==> config.mk <==
export PLATFORM = sky130hd
export DESIGN_NAME = mac_pe_pipe_flat
export DESIGN_NICKNAME = d
export VERILOG_FILES = /design/src/rtl/mac_pe_pipe_if.sv /design/src/rtl/mac_pe_pipe.sv /design/src/flat_wrapper.sv
export SDC_FILE = /design/constraint.sdc
export NUM_CORES = 1
export LEC_CHECK = 0
export ABC_AREA = 1
export CORE_ASPECT_RATIO = 0.8
export CORE_UTILIZATION = 55
export CTS_CLUSTER_DIAMETER = 30
export CTS_CLUSTER_SIZE = 10
export DETAILED_ROUTE_END_ITERATION = 8
export GPL_ROUTABILITY_DRIVEN = 0
export GPL_TIMING_DRIVEN = 0
export PLACE_DENSITY = 0.76
export SYNTH_ARGS = -nofsm -noshare
export SYNTH_HDL_FRONTEND = slang
export SYNTH_SLANG_ARGS = --single-unit
==> constraint.sdc <==
create_clock -name clk -period 7.2 [get_ports clk]
set_input_delay 1.8 -clock clk [delete_from_list [all_inputs] [get_ports clk]]
set_output_delay 1.8 -clock clk [all_outputs]
set_load 0.005 [all_outputs]
==> src/rtl/mac_pe_pipe_if.sv <==
// mac_pe_pipe_if: operand/accumulator bundle for one systolic MAC processing element.
//   master : array controller / neighbour side (drives en, WrEn, clr, valid_in, Ain, Bin, Cin)
//   slave  : the PE itself (drives Aout, Bout, valid_out, Cout, ovf, pipe_busy)
//   en        advance enable (0 = stall)
//   WrEn      preload accumulator from Cin
//   clr       clear accumulator and overflow flag
//   valid_in  Ain/Bin pair is a real operand
//   Ain, Bin  signed operands; Cin signed preload value
//   Aout/Bout registered operands to east/south neighbours, valid_out travels with them
//   Cout      accumulator; ovf sticky overflow; pipe_busy valid product still in flight
interface mac_pe_pipe_if #(
  parameter int BITS_AB = 8,
  parameter int BITS_C  = 16
);
  logic                      en;
  logic                      WrEn;
  logic                      clr;
  logic                      valid_in;
  logic signed [BITS_AB-1:0] Ain;
  logic signed [BITS_AB-1:0] Bin;
  logic signed [BITS_C-1:0]  Cin;
  logic signed [BITS_AB-1:0] Aout;
  logic signed [BITS_AB-1:0] Bout;
  logic                      valid_out;
  logic signed [BITS_C-1:0]  Cout;
  logic                      ovf;
  logic                      pipe_busy;

  modport master (
    output en, WrEn, clr, valid_in, Ain, Bin, Cin,
    input  Aout, Bout, valid_out, Cout, ovf, pipe_busy
  );

  modport slave (
    input  en, WrEn, clr, valid_in, Ain, Bin, Cin,
    output Aout, Bout, valid_out, Cout, ovf, pipe_busy
  );
endinterface

==> src/rtl/mac_pe_pipe.sv <==
// mac_pe_pipe: systolic MAC processing element with a configurable multiplier pipeline.
// Forwards Ain/Bin/valid_in one en-cycle later, multiplies Ain*Bin (signed), carries the
// product through MUL_STAGES registers tagged with valid_in, and adds tagged products into
// a BITS_C accumulator with wrap (SATURATE=0) or clamp (SATURATE=1) arithmetic.
// Ports:
//   clk    clock
//   rst_n  synchronous active-low reset, overrides everything
//   io     mac_pe_pipe_if.slave (see interface file for signal list)
// Per-edge priority: rst_n > WrEn > clr > en. WrEn/clr flush the pipe and hold Aout/Bout.
module mac_pe_pipe #(
  parameter int BITS_AB    = 8,
  parameter int BITS_C     = 16,
  parameter int MUL_STAGES = 1,
  parameter int SATURATE   = 0
) (
  input  logic          clk,
  input  logic          rst_n,
  mac_pe_pipe_if.slave  io
);
  localparam int BITS_P = 2 * BITS_AB;
  // Pipe arrays need at least one entry even when MUL_STAGES=0 leaves them unused.
  localparam int PS     = (MUL_STAGES > 0) ? MUL_STAGES : 1;

  localparam logic signed [BITS_C-1:0] C_MAX = {1'b0, {(BITS_C-1){1'b1}}};
  localparam logic signed [BITS_C-1:0] C_MIN = {1'b1, {(BITS_C-1){1'b0}}};

  generate
    if (MUL_STAGES < 0 || MUL_STAGES > 3) begin : g_bad_stages
      $error("mac_pe_pipe: MUL_STAGES must be in 0..3");
    end
    if (BITS_C < 2 * BITS_AB) begin : g_bad_width
      $error("mac_pe_pipe: BITS_C must be >= 2*BITS_AB");
    end
  endgenerate

  logic signed [BITS_AB-1:0] aout_q, bout_q;
  logic                      vout_q;
  logic signed [BITS_C-1:0]  cout_q, cout_d;
  logic                      ovf_q, ovf_d;

  logic signed [BITS_P-1:0]  p_now;   // product of the operands being sampled now
  logic signed [BITS_P-1:0]  acc_p;   // product presented to the accumulator this edge
  logic                      acc_v;
  logic                      busy;
  logic signed [BITS_C:0]    sum;
  logic                      sum_ovf;

  assign p_now = io.Ain * io.Bin;

  generate
    if (MUL_STAGES == 0) begin : g_comb
      assign acc_p = p_now;
      assign acc_v = io.valid_in;
      assign busy  = 1'b0;
    end else begin : g_pipe
      logic signed [BITS_P-1:0] prod_q [PS];
      logic        [PS-1:0]     tag_q;

      always_ff @(posedge clk) begin
        if (!rst_n) begin
          // NOTE: the product registers are reset along with their tags so that
          // no pre-reset value can ever reach the accumulator after release.
          for (int i = 0; i < PS; i++) prod_q[i] <= '0;
          tag_q <= '0;
        end else if (io.WrEn || io.clr) begin
          // Flushing only the tags is enough to discard in-flight products.
          tag_q <= '0;
        end else if (io.en) begin
          prod_q[0] <= p_now;
          tag_q[0]  <= io.valid_in;
          for (int i = 1; i < PS; i++) begin
            prod_q[i] <= prod_q[i-1];
            tag_q[i]  <= tag_q[i-1];
          end
        end
      end

      assign acc_p = prod_q[PS-1];
      assign acc_v = tag_q[PS-1];
      assign busy  = |tag_q;
    end
  endgenerate

  // Add in BITS_C+1 bits; overflow shows as disagreement of the top two bits.
  always_comb begin
    // NOTE: every always_comb output gets a default first so no path infers a latch.
    cout_d  = cout_q;
    ovf_d   = ovf_q;
    sum     = $signed({cout_q[BITS_C-1], cout_q})
            + $signed({{(BITS_C + 1 - BITS_P){acc_p[BITS_P-1]}}, acc_p});
    sum_ovf = sum[BITS_C] ^ sum[BITS_C-1];
    if (acc_v) begin
      if (sum_ovf) begin
        ovf_d  = 1'b1;
        cout_d = (SATURATE != 0) ? (sum[BITS_C] ? C_MIN : C_MAX) : sum[BITS_C-1:0];
      end else begin
        cout_d = sum[BITS_C-1:0];
      end
    end
  end

  always_ff @(posedge clk) begin
    // NOTE: sequential state uses non-blocking assignments so every register
    // samples pre-edge values regardless of statement order.
    if (!rst_n) begin
      aout_q <= '0;
      bout_q <= '0;
      vout_q <= 1'b0;
      cout_q <= '0;
      ovf_q  <= 1'b0;
    end else if (io.WrEn) begin
      cout_q <= io.Cin;
      ovf_q  <= 1'b0;
    end else if (io.clr) begin
      cout_q <= '0;
      ovf_q  <= 1'b0;
    end else if (io.en) begin
      aout_q <= io.Ain;
      bout_q <= io.Bin;
      vout_q <= io.valid_in;
      cout_q <= cout_d;
      ovf_q  <= ovf_d;
    end
  end

  assign io.Aout      = aout_q;
  assign io.Bout      = bout_q;
  assign io.valid_out = vout_q;
  assign io.Cout      = cout_q;
  assign io.ovf       = ovf_q;
  assign io.pipe_busy = busy;
endmodule

==> src/flat_wrapper.sv <==
// flat-port wrapper written by rule: the top's interface ports become plain ports
module mac_pe_pipe_flat 
#(
  parameter int BITS_AB    = 8,
  parameter int BITS_C     = 16,
  parameter int MUL_STAGES = 1,
  parameter int SATURATE   = 0
)
  (clk, rst_n, io_en, io_WrEn, io_clr, io_valid_in, io_Ain, io_Bin, io_Cin, io_Aout, io_Bout, io_valid_out, io_Cout, io_ovf, io_pipe_busy);
  mac_pe_pipe_if #(.BITS_AB(BITS_AB), .BITS_C(BITS_C)) io_i ();
  input  logic clk;
  input  logic rst_n;
  input wire logic [$bits(io_i.en)-1:0] io_en;
  input wire logic [$bits(io_i.WrEn)-1:0] io_WrEn;
  input wire logic [$bits(io_i.clr)-1:0] io_clr;
  input wire logic [$bits(io_i.valid_in)-1:0] io_valid_in;
  input wire logic [$bits(io_i.Ain)-1:0] io_Ain;
  input wire logic [$bits(io_i.Bin)-1:0] io_Bin;
  input wire logic [$bits(io_i.Cin)-1:0] io_Cin;
  output wire logic [$bits(io_i.Aout)-1:0] io_Aout;
  output wire logic [$bits(io_i.Bout)-1:0] io_Bout;
  output wire logic [$bits(io_i.valid_out)-1:0] io_valid_out;
  output wire logic [$bits(io_i.Cout)-1:0] io_Cout;
  output wire logic [$bits(io_i.ovf)-1:0] io_ovf;
  output wire logic [$bits(io_i.pipe_busy)-1:0] io_pipe_busy;
  assign io_i.en = io_en;
  assign io_i.WrEn = io_WrEn;
  assign io_i.clr = io_clr;
  assign io_i.valid_in = io_valid_in;
  assign io_i.Ain = io_Ain;
  assign io_i.Bin = io_Bin;
  assign io_i.Cin = io_Cin;
  assign io_Aout = io_i.Aout;
  assign io_Bout = io_i.Bout;
  assign io_valid_out = io_i.valid_out;
  assign io_Cout = io_i.Cout;
  assign io_ovf = io_i.ovf;
  assign io_pipe_busy = io_i.pipe_busy;
  mac_pe_pipe #(.BITS_AB(BITS_AB), .BITS_C(BITS_C), .MUL_STAGES(MUL_STAGES), .SATURATE(SATURATE)) u_core (.clk(clk), .rst_n(rst_n), .io(io_i));
endmodule
== Word-level counts from Yosys, hierarchy flattened ==
Memories as Yosys holds them, arrays and structs flattened.
Index checks and enable logic that the tools add are counted.

* Word-level logic and storage cells: 33
* Input bits: 38
* Output and inout bits: 35
* Bits in registers: 35
* RAM bits: 16
* Memories kept: 1

{| class="wikitable"
|+ Memory list
! name !! words !! bits a word !! read ports !! clocked after memory_dff !! write ports !! line !! text
|-
| u_core.g_pipe.prod_q || 1 || 16 || 1 || 0 || 1 || mac_pe_pipe.sv:56 || <nowiki>logic signed [BITS_P-1:0] prod_q [PS];</nowiki>
|}

* $add $sub $neg: 1
* Multipliers: 1
* Muxes and demuxes: 11
* Bitwise logic cells: 4
* Reductions and logical operators: 9

{| class="wikitable"
|+ Operator list
! cell !! number
|-
| 16-bit two-way mux || 5
|-
| 16-bit by 16-bit adder with 17-bit output || 1
|-
| 8-bit by 8-bit multiplier with 16-bit output || 1
|-
| 16-bit OR reduction || 1
|-
| 1-bit two-way mux || 6
|-
| 3-bit AND reduction || 2
|-
| 3-bit nonzero test || 2
|-
| 1-bit NOT || 3
|-
| 3-bit OR reduction || 1
|-
| 2-bit AND reduction || 1
|-
| 2-bit OR reduction || 1
|-
| 1-bit logical OR || 1
|-
| 1-bit bitwise XOR || 1
|}

== Logic depth before layout (Yosys ltp) ==
* Word-level depth: 6
* Gate-level depth with buffers: 20
* Depth with buffers taken out: 19

== Worst setup path after synthesis ==
No wires, ideal clock.

* Kind: input to register
* Start point: input io_Bin[2]
* End point: memory u_core.g_pipe.prod_q[0][15] (netlist bit) (data pin)
* Arrival: 5420 ps
* Slack: 1525 ps
* Stages on the path: 19
* Path through: clkbuf_1 -> nand2_1 -> inv_1 -> fa_1 -> inv_1 -> fa_1 -> inv_1 -> fa_1 -> inv_1 -> fa_1 -> inv_1 -> ha_1 -> nand2_1 -> nor2_1 -> nand2_1 -> nor2_1 -> nor2_1 -> a21oi_1 -> nor2_1

* Cells in the longest elaborated chain, start to end: 2

{| class="wikitable"
|+ RTL lines
! element !! line !! text
|-
| start: declaration || flat_wrapper.sv:18 || <nowiki>input wire logic [$bits(io_i.Bin)-1:0] io_Bin;</nowiki>
|-
| 8-bit by 8-bit multiplier with 16-bit output || mac_pe_pipe.sv:48 || <nowiki>assign p_now = io.Ain * io.Bin;</nowiki>
|-
| 16-bit two-way mux (no source line) || - ||
|-
| end: declaration || mac_pe_pipe.sv:56 ||
|}

No other way between the ends.

== Worst setup path after layout ==
* Start point: input io_Bin[7]
* End point: memory u_core.g_pipe.prod_q[0][12] (netlist bit) (data pin)

Same word-level chain as after synthesis.

==> flow_summary.json <==
{
  "htreeDepth": 2,
  "grt_start_max_net_pins": 17,
  "cp-end-kind": "register",
  "grt_pass1_vias": 4573,
  "rows": 32,
  "grt_pass1_wl_mm": 21.7,
  "critPathKind": "input port to register",
  "holdCritStartpoint": "u_core.io.ovf",
  "setup_viol": 0,
  "crit_path_start": "io_Bin[7]",
  "power.leakage_nw": 3.37,
  "n_antenna_cell": 0,
  "maxCapViolCount": 0,
  "fmax_mhz": 163,
  "reg2reg_slack_ps": 5320,
  "cp.arrival_ps": 6190,
  "final_cell_mix": "192 x nand2_1, 170 x inv_1, 56 x a21oi_1, 56 x fa_1, 56 x clkdlybuf4s50_1",
  "avgSynthCellArea_um2": 7.36,
  "nNetsFinal": 952,
  "worstSetupEndpoint": "u_core.g_pipe.prod_q[0][12]",
  "power.density_nw_per_um2": 231,
  "io_buffer_count": 56,
  "io_pins": 73,
  "initial_core_util_pct": 57.0,
  "fill_cells": 879,
  "utilization_pct": 66.0,
  "finalSetupTns_ps": 0,
  "clk_latency_ps": 300,
  "gr-total-overflow": 0,
  "rsz0062_at_grt": "no",
  "path_clk_slew_ps": 80,
  "synth_cell_types": 40,
  "ir_drop_mv": 0.233,
  "area_growth_pct": 15.8,
  "synthesis.nets": 889,
  "clock-root-buffer": "clkbuf_16",
  "drive_gt1_share_pct": 5.41,
  "synth_edf_count": 16,
  "synth_flop_cell": "dfxtp_1",
  "coreArea_um2": 9690,
  "die_h_um": 91.6,
  "status": "finished, final reports clean",
  "vias": 4936,
  "viasPerCell": 5.20,
  "drt_iter0_markers": 280,
  "netlist_instances": 750,
  "cts_sinks": 51,
  "crit_required_ps": 7260,
  "postCtsSetupBuffers": 0,
  "critPathMaxFanout": 8,
  "mostFrequentLayoutCell": "nand2_1",
  "period_share_pct": 85.1,
  "drt-pass1-iter-count": 7,
  "numCtsBuffers": 5,
  "synth_seq_cells": 51,
  "hold_depth": 2,
  "post-dp-hpwl_mm": 10.8,
  "ctsResizeCount": 0,
  "cts_tree": "yes",
  "totalWireLength_mm": 13.1,
  "worstSetupStartpointType": "input port",
  "r2r-end": "u_core.io.Cout[10]",
  "grt_use_total_pct": 26.3,
  "worst_slew_pin_slew_ps": 679,
  "yosysSeqAreaShare_pct": 21.4,
  "wl_per_cell_um": 13.8,
  "relSlewSlack_pct": 54.6,
  "drc": 0,
  "postCtsHoldBufs": 0,
  "yosys_warnings": 0,
  "die_area_um2": 10400,
  "grt_antenna_before_repair": 0,
  "ant_nets": 0,
  "reg2regPathDepth": 11,
  "pre_cts_ws_ps": 750,
  "final_max_slew_viol_count": 0,
  "hp-class": "register to register",
  "clock_skew_ps": 13.3,
  "synth_area_um2": 5520,
  "die_w_um": 114,
  "final_hold_viol_count": 0,
  "layout_setup_ws_ps": 1070,
  "clockBufferDepth": 2,
  "synthArstFlopShare_pct": 0,
  "rr_startpoint": "u_core.g_pipe.prod_q[0][0]",
  "post-route-min-period_ps": 6130
}
## cell usage after synthesis (3+ instances only)
cell / instances / area, µm²
ha_1: 45 / 563
fa_1: 56 / 1120
nor3_2: 4 / 40.0
o21ai_0: 21 / 105
nand2_2: 6 / 37.5
o21ai_1: 12 / 60.1
xnor2_1: 3 / 26.3
clkbuf_1: 17 / 63.8
or2_2: 5 / 31.3
o21bai_1: 4 / 30.0
nand3b_1: 5 / 37.5
inv_2: 5 / 18.8
buf_6: 4 / 45.0
nor2_1: 25 / 93.8
a21oi_1: 56 / 280
nand3_1: 41 / 205
inv_1: 170 / 638
dfxtp_1: 35 / 701
nand2_1: 192 / 721
edfxtp_1: 16 / 480
## metal layers
metal | wire length [µm] | part of all wire (%) | track usage (%) | vias up
met5 | 0 | 0 | 0 | -
met4 | 210 | 1.6 | 6.82 | 0
met3 | 819 | 6.2 | 3.27 | 18
met2 | 5990 | 46 | 40.5 | 178
met1 | 6120 | 47 | 39.1 | 2325
li1 | - | - | - | 2415
## stage by stage
step	hold slack, ps	std cells	total power, mW	cell area, µm²
after CTS	468	950	1.47	6390
after detailed placement	458	942	1.22	6250
after floorplan	444	750	1.02	5520
final	469	950	1.47	6390
after global placement	458	942	1.19	6250
after global routing	504	950	1.62	6390
## cell families after synthesis
| kind of cell | Yosys count | synth area share, % |
|---|---|---|
| xor gates and xnor gates | 4 | 0.635 |
| AOI/OAI and AO/OA | 104 | 10.3 |
| and+or+nand+nor | 287 | 22.7 |
| DFF | 51 | 21.4 |
| buffers and inverters | 203 | 14.5 |
| adders and majority gates | 101 | 30.5 |
## layout make-up
cell class / count / area, µm² / area share (%)
Multi-Input combinational cell: 496 / 3540 / 55.3
Clock buffer: 5 / 125 / 1.96
Clock inverter: 3 / 17.5 / 0.274
Timing Repair Buffer: 56 / 561 / 8.77
Tap cell: 136 / 170 / 2.66
Sequential cell: 51 / 1180 / 18.5
Buffer: 27 / 141 / 2.21
Inverter: 176 / 661 / 10.3
## critical path: stages
cell and delay (ps):
clkdlybuf4s50_1 520, clkinv_1 300, nor2_1 250, fa_1 450, fa_1 530, fa_1 550, inv_1 50, fa_1 520
inv_1 40, ha_1 350, nand2_1 110, o21ai_1 280, a21oi_2 80, o21bai_1 190, nand2_1 70, nand2_1 60
nor2_1 40
## how the worst min path moves through the flow
stage	slack, ps	to
6_report	470	u_core.io.ovf
5_1_grt	500	u_core.io.Aout[7]
4_1_cts	470	u_core.io.ovf
3_5_place_dp	460	u_core.io.ovf
3_3_place_gp	460	u_core.io.ovf
2_1_floorplan	440	u_core.io.ovf
## report_power, final
| part | switching, mW | total (mW) | leakage (nW) | internal [mW] |
|---|---|---|---|---|
| Combinational | 0.549 | 0.891 | 2.86 | 0.342 |
| Sequential | 0.0143 | 0.335 | 0.444 | 0.321 |
| Clock | 0.119 | 0.248 | 0.0716 | 0.129 |
| Total | 0.682 | 1.47 | 3.37 | 0.792 |
## flip-flops by register name, indices dropped and copies added (netlist names)
| signal | count |
|---|---|
| u_core.g_pipe.prod_q | 16 |
| u_core.io.Cout | 16 |
| u_core.io.Aout | 8 |
| u_core.io.Bout | 8 |
| u_core.io.ovf | 1 |
| u_core.io.pipe_busy | 1 |
| u_core.io.valid_out | 1 |
(Power assumes the default switching activity.)
